File: src/rtl/spi_flash_burst.sv
// Burst-read SPI flash controller (mode 0): one request -> one CS-low transaction
// of command, 24-bit address, optional dummy clocks and 1..MAX_BURST read bytes.
module spi_flash_burst #(
   parameter int CLK_DIV   = 1,
   parameter int MAX_BURST = 16,
   parameter int FAST_READ = 0,
   parameter int CS_GAP    = 2
) (
   input  logic        clk,
   input  logic        rstn,
   input  logic        req_valid,
   output logic        req_ready,
   input  logic [23:0] req_addr,
   input  logic [((MAX_BURST > 1) ? $clog2(MAX_BURST) : 1)-1:0] req_len,
   output logic [7:0]  rd_data,
   output logic        rd_valid,
   output logic        rd_last,
   output logic        sclk,
   output logic        mosi,
   input  logic        miso,
   output logic        cs
);
   localparam int LEN_W   = (MAX_BURST > 1) ? $clog2(MAX_BURST) : 1;
   localparam int CNT_MAX = (CLK_DIV > CS_GAP) ? CLK_DIV : CS_GAP;
   localparam int CNT_W   = $clog2(CNT_MAX + 1);
   localparam logic [7:0]       CMD_BYTE = (FAST_READ != 0) ? 8'h0B : 8'h03;
   localparam logic [CNT_W-1:0] DIV_LAST = CNT_W'(CLK_DIV - 1);
   localparam logic [CNT_W-1:0] GAP_LAST = CNT_W'((CS_GAP > 1) ? CS_GAP - 2 : 0);

   typedef enum logic [2:0] {
      S_IDLE, S_CMD, S_ADDR, S_DUMMY, S_READ, S_HOLD, S_GAP
   } state_t;

   state_t            state, state_next;
   logic [CNT_W-1:0]  div_cnt;
   logic [4:0]        bit_cnt;
   logic [LEN_W-1:0]  byte_cnt, len_q;
   logic [31:0]       tx_shift;
   logic [6:0]        rx_shift;
   logic              tick, shifting, rise, fall, bit_end, byte_end, accept;

   assign req_ready = (state == S_IDLE);

   always_ff @(posedge clk) begin
      if (rstn) state <= S_IDLE;
      else      state <= state_next;
   end

   always_comb begin
      state_next = state;
      tick       = (div_cnt == DIV_LAST);
      shifting   = (state == S_CMD) || (state == S_ADDR) ||
                   (state == S_DUMMY) || (state == S_READ);
      rise       = shifting && tick && !sclk;
      fall       = shifting && tick && sclk;
      bit_end    = (state == S_ADDR) ? (bit_cnt == 5'd23) : (bit_cnt == 5'd7);
      byte_end   = (state == S_READ) && (bit_cnt == 5'd7);
      accept     = (state == S_IDLE) && req_valid;
      case (state)
         S_IDLE:  if (req_valid) state_next = S_CMD;
         S_CMD:   if (fall && bit_end) state_next = S_ADDR;
         S_ADDR:  if (fall && bit_end) state_next = (FAST_READ != 0) ? S_DUMMY : S_READ;
         S_DUMMY: if (fall && bit_end) state_next = S_READ;
         S_READ:  if (fall && byte_end && (byte_cnt == len_q)) state_next = S_HOLD;
         // GAP holds CS_GAP-1 cycles so req_ready is seen high exactly CS_GAP edges after cs rises
         S_HOLD:  if (tick) state_next = (CS_GAP > 1) ? S_GAP : S_IDLE;
         S_GAP:   if (div_cnt == GAP_LAST) state_next = S_IDLE;
         default: state_next = S_IDLE;
      endcase
   end

   always_ff @(posedge clk) begin
      if (rstn) begin
         sclk     <= 1'b0;
         mosi     <= 1'b0;
         cs       <= 1'b1;
         rd_data  <= '0;
         rd_valid <= 1'b0;
         rd_last  <= 1'b0;
         div_cnt  <= '0;
         bit_cnt  <= '0;
         byte_cnt <= '0;
      end else begin
         rd_valid <= 1'b0;
         rd_last  <= 1'b0;
         if (accept) begin
            cs       <= 1'b0;
            mosi     <= CMD_BYTE[7];
            div_cnt  <= '0;
            bit_cnt  <= '0;
            byte_cnt <= '0;
         end else if (shifting || (state == S_HOLD)) begin
            if (tick) div_cnt <= '0;
            else      div_cnt <= div_cnt + CNT_W'(1);
            if ((state == S_HOLD) && tick) cs <= 1'b1;
            if (rise) begin
               sclk <= 1'b1;
               if (byte_end) begin
                  rd_data  <= {rx_shift, miso};
                  rd_valid <= 1'b1;
                  rd_last  <= (byte_cnt == len_q);
               end
            end
            if (fall) begin
               sclk    <= 1'b0;
               mosi    <= tx_shift[31];
               bit_cnt <= bit_end ? 5'd0 : bit_cnt + 5'd1;
               if (byte_end) byte_cnt <= byte_cnt + LEN_W'(1);
            end
         end else if (state == S_GAP) begin
            div_cnt <= div_cnt + CNT_W'(1);
         end
      end
   end

   // tx_shift drains to zero after the address, which keeps mosi low in DUMMY/READ
   always_ff @(posedge clk) begin
      if (accept) begin
         tx_shift <= {CMD_BYTE[6:0], req_addr, 1'b0};
         len_q    <= req_len;
      end else if (fall) begin
         tx_shift <= {tx_shift[30:0], 1'b0};
      end
      if (rise) rx_shift <= {rx_shift[5:0], miso};
   end

endmodule

File: config.mk
export PLATFORM = sky130hd
export DESIGN_NAME = spi_flash_burst
export DESIGN_NICKNAME = d
export VERILOG_FILES = /design/src/rtl/spi_flash_burst.sv
export SDC_FILE = /design/constraint.sdc
export NUM_CORES = 1
export LEC_CHECK = 0
export CORE_UTILIZATION = 57
export CTS_CLUSTER_DIAMETER = 30
export DETAILED_ROUTE_END_ITERATION = 10
export PLACE_DENSITY_LB_ADDON = 0.12
export RECOVER_POWER = 50
export SLEW_MARGIN = 0
export SYNTH_ARGS = -nofsm -noshare
export SYNTH_HDL_FRONTEND = slang
export SYNTH_SLANG_ARGS = --single-unit
File: constraint.sdc
create_clock -name clk -period 3.3 [get_ports clk]
set_clock_uncertainty 0.05 [all_clocks]
set_input_delay 0.825 -clock clk [delete_from_list [all_inputs] [get_ports clk]]
set_output_delay 0.825 -clock clk [all_outputs]
set_load 0.02 [all_outputs]
-- After elaboration in Yosys (flattened, before gate mapping)
Index checks and enable logic that the tools add are counted.
- word-level logic and storage cells: 87
- output and inout port bits: 14
- bits in registers: 69
- bits of input ports: 32
- eq/ne operators: 15
- $add $sub $neg: 3
- bitwise gates (word level): 4
- reduce and logical (&&, ||, !) cells: 31
- multiplexer cells: 20
- operators with widths (cell ; count):
    two-way mux 25 bit ; 2
    two-way mux 3 bit ; 6
    case mux 3 bit (6 select lines) ; 1
    nonzero test 2 bit ; 5
    == test 3 bit, second input constant ; 3
    logical AND 1 bit ; 9
    two-way mux 1 bit ; 7
    == test 3 x 2 -> 1 bit, second input constant ; 2
    two-way mux 2 bit ; 3
    != test 2 x 1 -> 1 bit, second input constant ; 3
    != test 2 bit, second input constant ; 3
    AND reduction 3 bit ; 2
    AND reduction 6 bit ; 1
    adder 5 x 1 -> 5 bit, second input constant ; 1
    == test 5 x 3 -> 1 bit, second input constant ; 1
    == test 5 bit, second input constant ; 1
    two-way mux 5 bit ; 1
    OR reduction 5 bit ; 1
    adder 4 x 1 -> 4 bit, second input constant ; 1
    == test 4 bit ; 1
    logical OR 1 bit ; 4
    inverter 1 bit ; 4
    AND reduction 2 bit ; 2
    AND reduction 4 bit ; 1
    other kinds (7) ; 8

-- Longest topological paths before layout
- depth after elaboration: 10
- depth in mapped cells: 9

-- Least setup slack after synthesis
Ideal clock, no wire load.
- kind: flip-flop to flip-flop
- start: register div_cnt[0]
- end: register tx_shift[10] (enable)
- data required time: 2.825 ns
- path slack: 1.053 ns
- data arrival time: 1.773 ns
- stages on the path, launching flop included: 7
- path buffers: 1
- period minus slack after synthesis: 2.247 ns
- cells stage by stage: dfxtp_1 > inv_1 > ha_1 > and2_1 > nand3_1 > buf_2 > nand2_1
- word-level cells in the longest chain between the ends: 4
- ends and longest elaborated chain (element ; line ; source):
    start, declared ; 35 ; logic [CNT_W-1:0] div_cnt;
    start signal, assigned ; 94 ; else div_cnt <= div_cnt + CNT_W'(1);
    start signal, assigned ; 111 ; div_cnt <= div_cnt + CNT_W'(1);
    logical NOT 2 bit ; 51 ; tick = (div_cnt == DIV_LAST);
    logical AND 1 bit (2 in a row) ; 55 ; fall = shifting && tick && sclk;
    nonzero test 2 bit (no source line) ; - ;
    end signal, assigned ; 119 ; tx_shift <= {CMD_BYTE[6:0], req_addr, 1'b0};
    end signal, assigned ; 122 ; tx_shift <= {tx_shift[30:0], 1'b0};
    end, declared ; 38 ; logic [31:0] tx_shift;
No other way between the ends.
A chain may end at the register's enable or synchronous reset.

-- Final worst setup path
- start: register state[2]
- end: output req_ready
- word-level cells in the longest chain between the ends: 1
- ends and longest elaborated chain (element ; line ; source):
    start, declared ; 34 ; state_t state, state_next;
    start signal, assigned ; 46 ; else state <= state_next;
    logical NOT 3 bit ; 42 ; assign req_ready = (state == S_IDLE);
    end, declared ; 12 ; output logic req_ready,
No other way between the ends.

==> flow_summary.ini <==
[logic_synthesis]
ys_types = 43
synth-compound-area-share_pct = 5.754
synth_xor_area_share_pct = 3.282
yosys.area_share.simple_pct = 11.64
async_flop_share_pct = 0
syn_avg_cell_area_um2 = 11.98
yosysWarnings = 0
synth_edf_count = 35
yosys-mux-area-fraction_pct = 14.96
synth_top_family_by_area = multiplexers
netlist_top_cells_area = edfxtp_1 (36%), dfxtp_1 (23%), mux2_2 (8.8%), mux2i_1 (6.1%), nor2_1 (3.8%)
synthesis.nets = 281
ys_ff_latch = 69
netlist_instances = 245
yosys.area.top_type = edfxtp_1
synthAdderAreaFrac_pct = 2.046
synthDominantCellAreaShare_pct = 35.81
synth_area_um2 = 2935
ys.flop_type = edfxtp_1
ys_seq_area_share_pct = 58.99

[clock_tree]
clockBufferDepth = 2
cts_tree = built
cts.repair_timing.setup_buffer_count = 0
htreeDepth = 3
ctsHoldBuffers = 0
clk_pin_slew_ns = 0.08
worstSkewPairLatency_ns = 0.34
cts_made_buffers = 9
cts_resized = 0
root_buffer = clkbuf_8
numClockSinks = 69

[critical_path]
cp_cell_sequence = or3_1, inv_1, clkdlybuf4s50_1
critPathLaunch = state[2]$_SDFFE_PP0P_
required_ns = 2.42
arrival_ns = 2.01
cp-end-kind = output pin
timing.rr.start = state[2]$_SDFFE_PP0P_
cp_slowest_cell = clkdlybuf4s50_1
crit_type = reg -> out
path_max_fanout = 17
worst_setup_path_start_kind = register
max_stage_delay_ns = 0.61

[floorplan]
rows = 25
fp.dieH_um = 73.76
io_pins = 46
die_area_um2 = 5441
die_w_um = 73.76
fp.coreArea_um2 = 4848
start_util_pct = 60.54

[sta]
slew_viol_final = 0
final.setup.tns_ns = 0
worst_pin_slew_ns = 1.035
min_period_ns = 2.882
rsz0062_at_grt = no
setup_viol = 0
setup_ws_ns = 0.4177
fin_crit_sh_pct = 87.34
fmax_mhz = 346.9
finalHoldViolations = 0
slew-limit-headroom_pct = 30.95

[layout]
area_delta_synth_final_pct = 25.02
fill_cells = 347
drive_gt1_share_pct = 15.05
fin_cells = 366
diodes = 0
fin_nets = 330

[placed_design]
hpwl_mm = 3.328
gp_congestion = 0.8530
placedCellCount = 350
port_buffers = 45
post-place-ws_ns = 0.5938

[route]
wire_per_inst_um = 13.89
via_per_inst = 5.372
firstDrtPassIters = 4
postRouteAntennaNets = 0
drc = 0
vias = 1966
wirelength_mm = 5.084
drt-initial-drc-count = 108

[global_route]
track_usage_pct = 21.33
grt_pass1_wl_mm = 8.521
grt_max_degree = 31
overflow = 0
antenna_found_initial = 0
grt_pass1_vias = 1882

[outcome]
status = complete, no violations

[hold_path]
hold_class = reg -> reg
worstHoldStart = rx_shift[3]$_DFFE_PN_

[pwr]
peakVddDrop_v = 0.0004250
p_leak_uw = 0.001385
powerDensity_nw_per_um2 = 653.9

[flow_run]
cap_violations = 0
[synthesized netlist by cell type (all sizes together), types with 2 or more instances]
library cell	n
o21ai	6
dfxtp	34
mux2i	18
nand3	7
nand2	12
nand4	4
buf	7
a21oi	5
or3	4
o31ai	2
o211ai	2
xnor2	5
nor2	30
a31oi	2
and2	2
nor3	3
edfxtp	35
mux2	23
xor2	6
clkbuf	6
ha	4
or2	3
inv	9
[registers in the layout (all words and copies together), names as in the netlist]
register and count:
rd_valid 1, rd_last 1, rd_data 8, mosi 1, rx_shift 7, len_q 4
bit_cnt 5, state 3, byte_cnt 4, tx_shift 31, cs 1, div_cnt 2
sclk 1
[worst paths after layout]
path	end	slack [ns]	depth (start not counted)
max	req_ready	0.42	3
min	rx_shift[4]$_DFFE_PN_	0.41	0
max reg2reg	byte_cnt[1]$_SDFFE_PP0P_	0.54	6
min reg2reg	rx_shift[4]$_DFFE_PN_	0.41	0
[metrics by stage]
| step | power, uW | cell area [um2] | utilization (%) | hold slack (ns) |
|---|---|---|---|---|
| 2_1_floorplan | 1505 | 2935 | - | 0.3761 |
| 3_3_place_gp | 1641 | 3457 | 71.30 | 0.3908 |
| 3_5_place_dp | 1656 | 3457 | 71.30 | 0.3876 |
| 4_1_cts | 2422 | 3681 | 75.92 | 0.4099 |
| 5_1_grt | 2501 | 3670 | 75.69 | 0.4164 |
| 6_report | 2399 | 3670 | 75.69 | 0.4055 |
[metal layers]
metal | GRT usage, % | wire length, um
met5 | 0 | 0
met4 | 10.26 | 104
met3 | 4.801 | 179
met2 | 34.25 | 2467
met1 | 27.31 | 2332
[logic make-up (layout without fill, tap and decap cells)]
family          after synthesis  after routing
buf+inv                      22             76
simple gates                 72             72
fa+ha+maj                     5              5
compound gates               25             25
mux                          41             41
flops                        69             69
xor+xnor                     11             11
[critical path, delay by kind of cell, from the launching register on]
| kind | cells | cell delay [ns] |
|---|---|---|
| and+or+nand+nor | 1 | 0.45 |
| DFF | 1 | 0.48 |
| buffers and inverters | 2 | 0.74 |
[cell usage in the layout (no fill, tap or decap), types with 2 or more instances in the layout]
master	instances
edfxtp_1	35
dfxtp_1	34
nor2_1	30
clkdlybuf4s50_1	27
mux2_2	23
mux2i_1	18
dlygate4sd3_1	18
nand2_1	12
clkbuf_8	10
inv_1	9
nand3_1	7
o21ai_0	6
xor2_1	6
xnor2_1	5
or3_1	4
a21oi_1	4
nand4_1	4
ha_1	4
nor3_1	3
buf_4	3
clkbuf_1	3
and2_1	2
o211ai_1	2
a31oi_1	2
o31ai_1	2
bufinv_16	2
clkinv_2	2
[report_power, final]
group          internal [uW]  switching (uW)  total, uW
Sequential              1110            64.2       1180
Clock                    445             324        768
Combinational            215             239        454
Total                   1770             627       2400
[final cells by class]
class	instances	area (um2)	share of cell area (%)
Clock buffer	10	137.6	3.750
Multi-Input combinational cell	154	1112	30.31
Tap cell	67	83.83	2.284
Clock inverter	6	86.33	2.353
Timing Repair Buffer	51	484.2	13.19
Inverter	9	33.78	0.9206
Sequential cell	69	1732	47.19
Note: power is estimated with default switching activity, not from simulation.
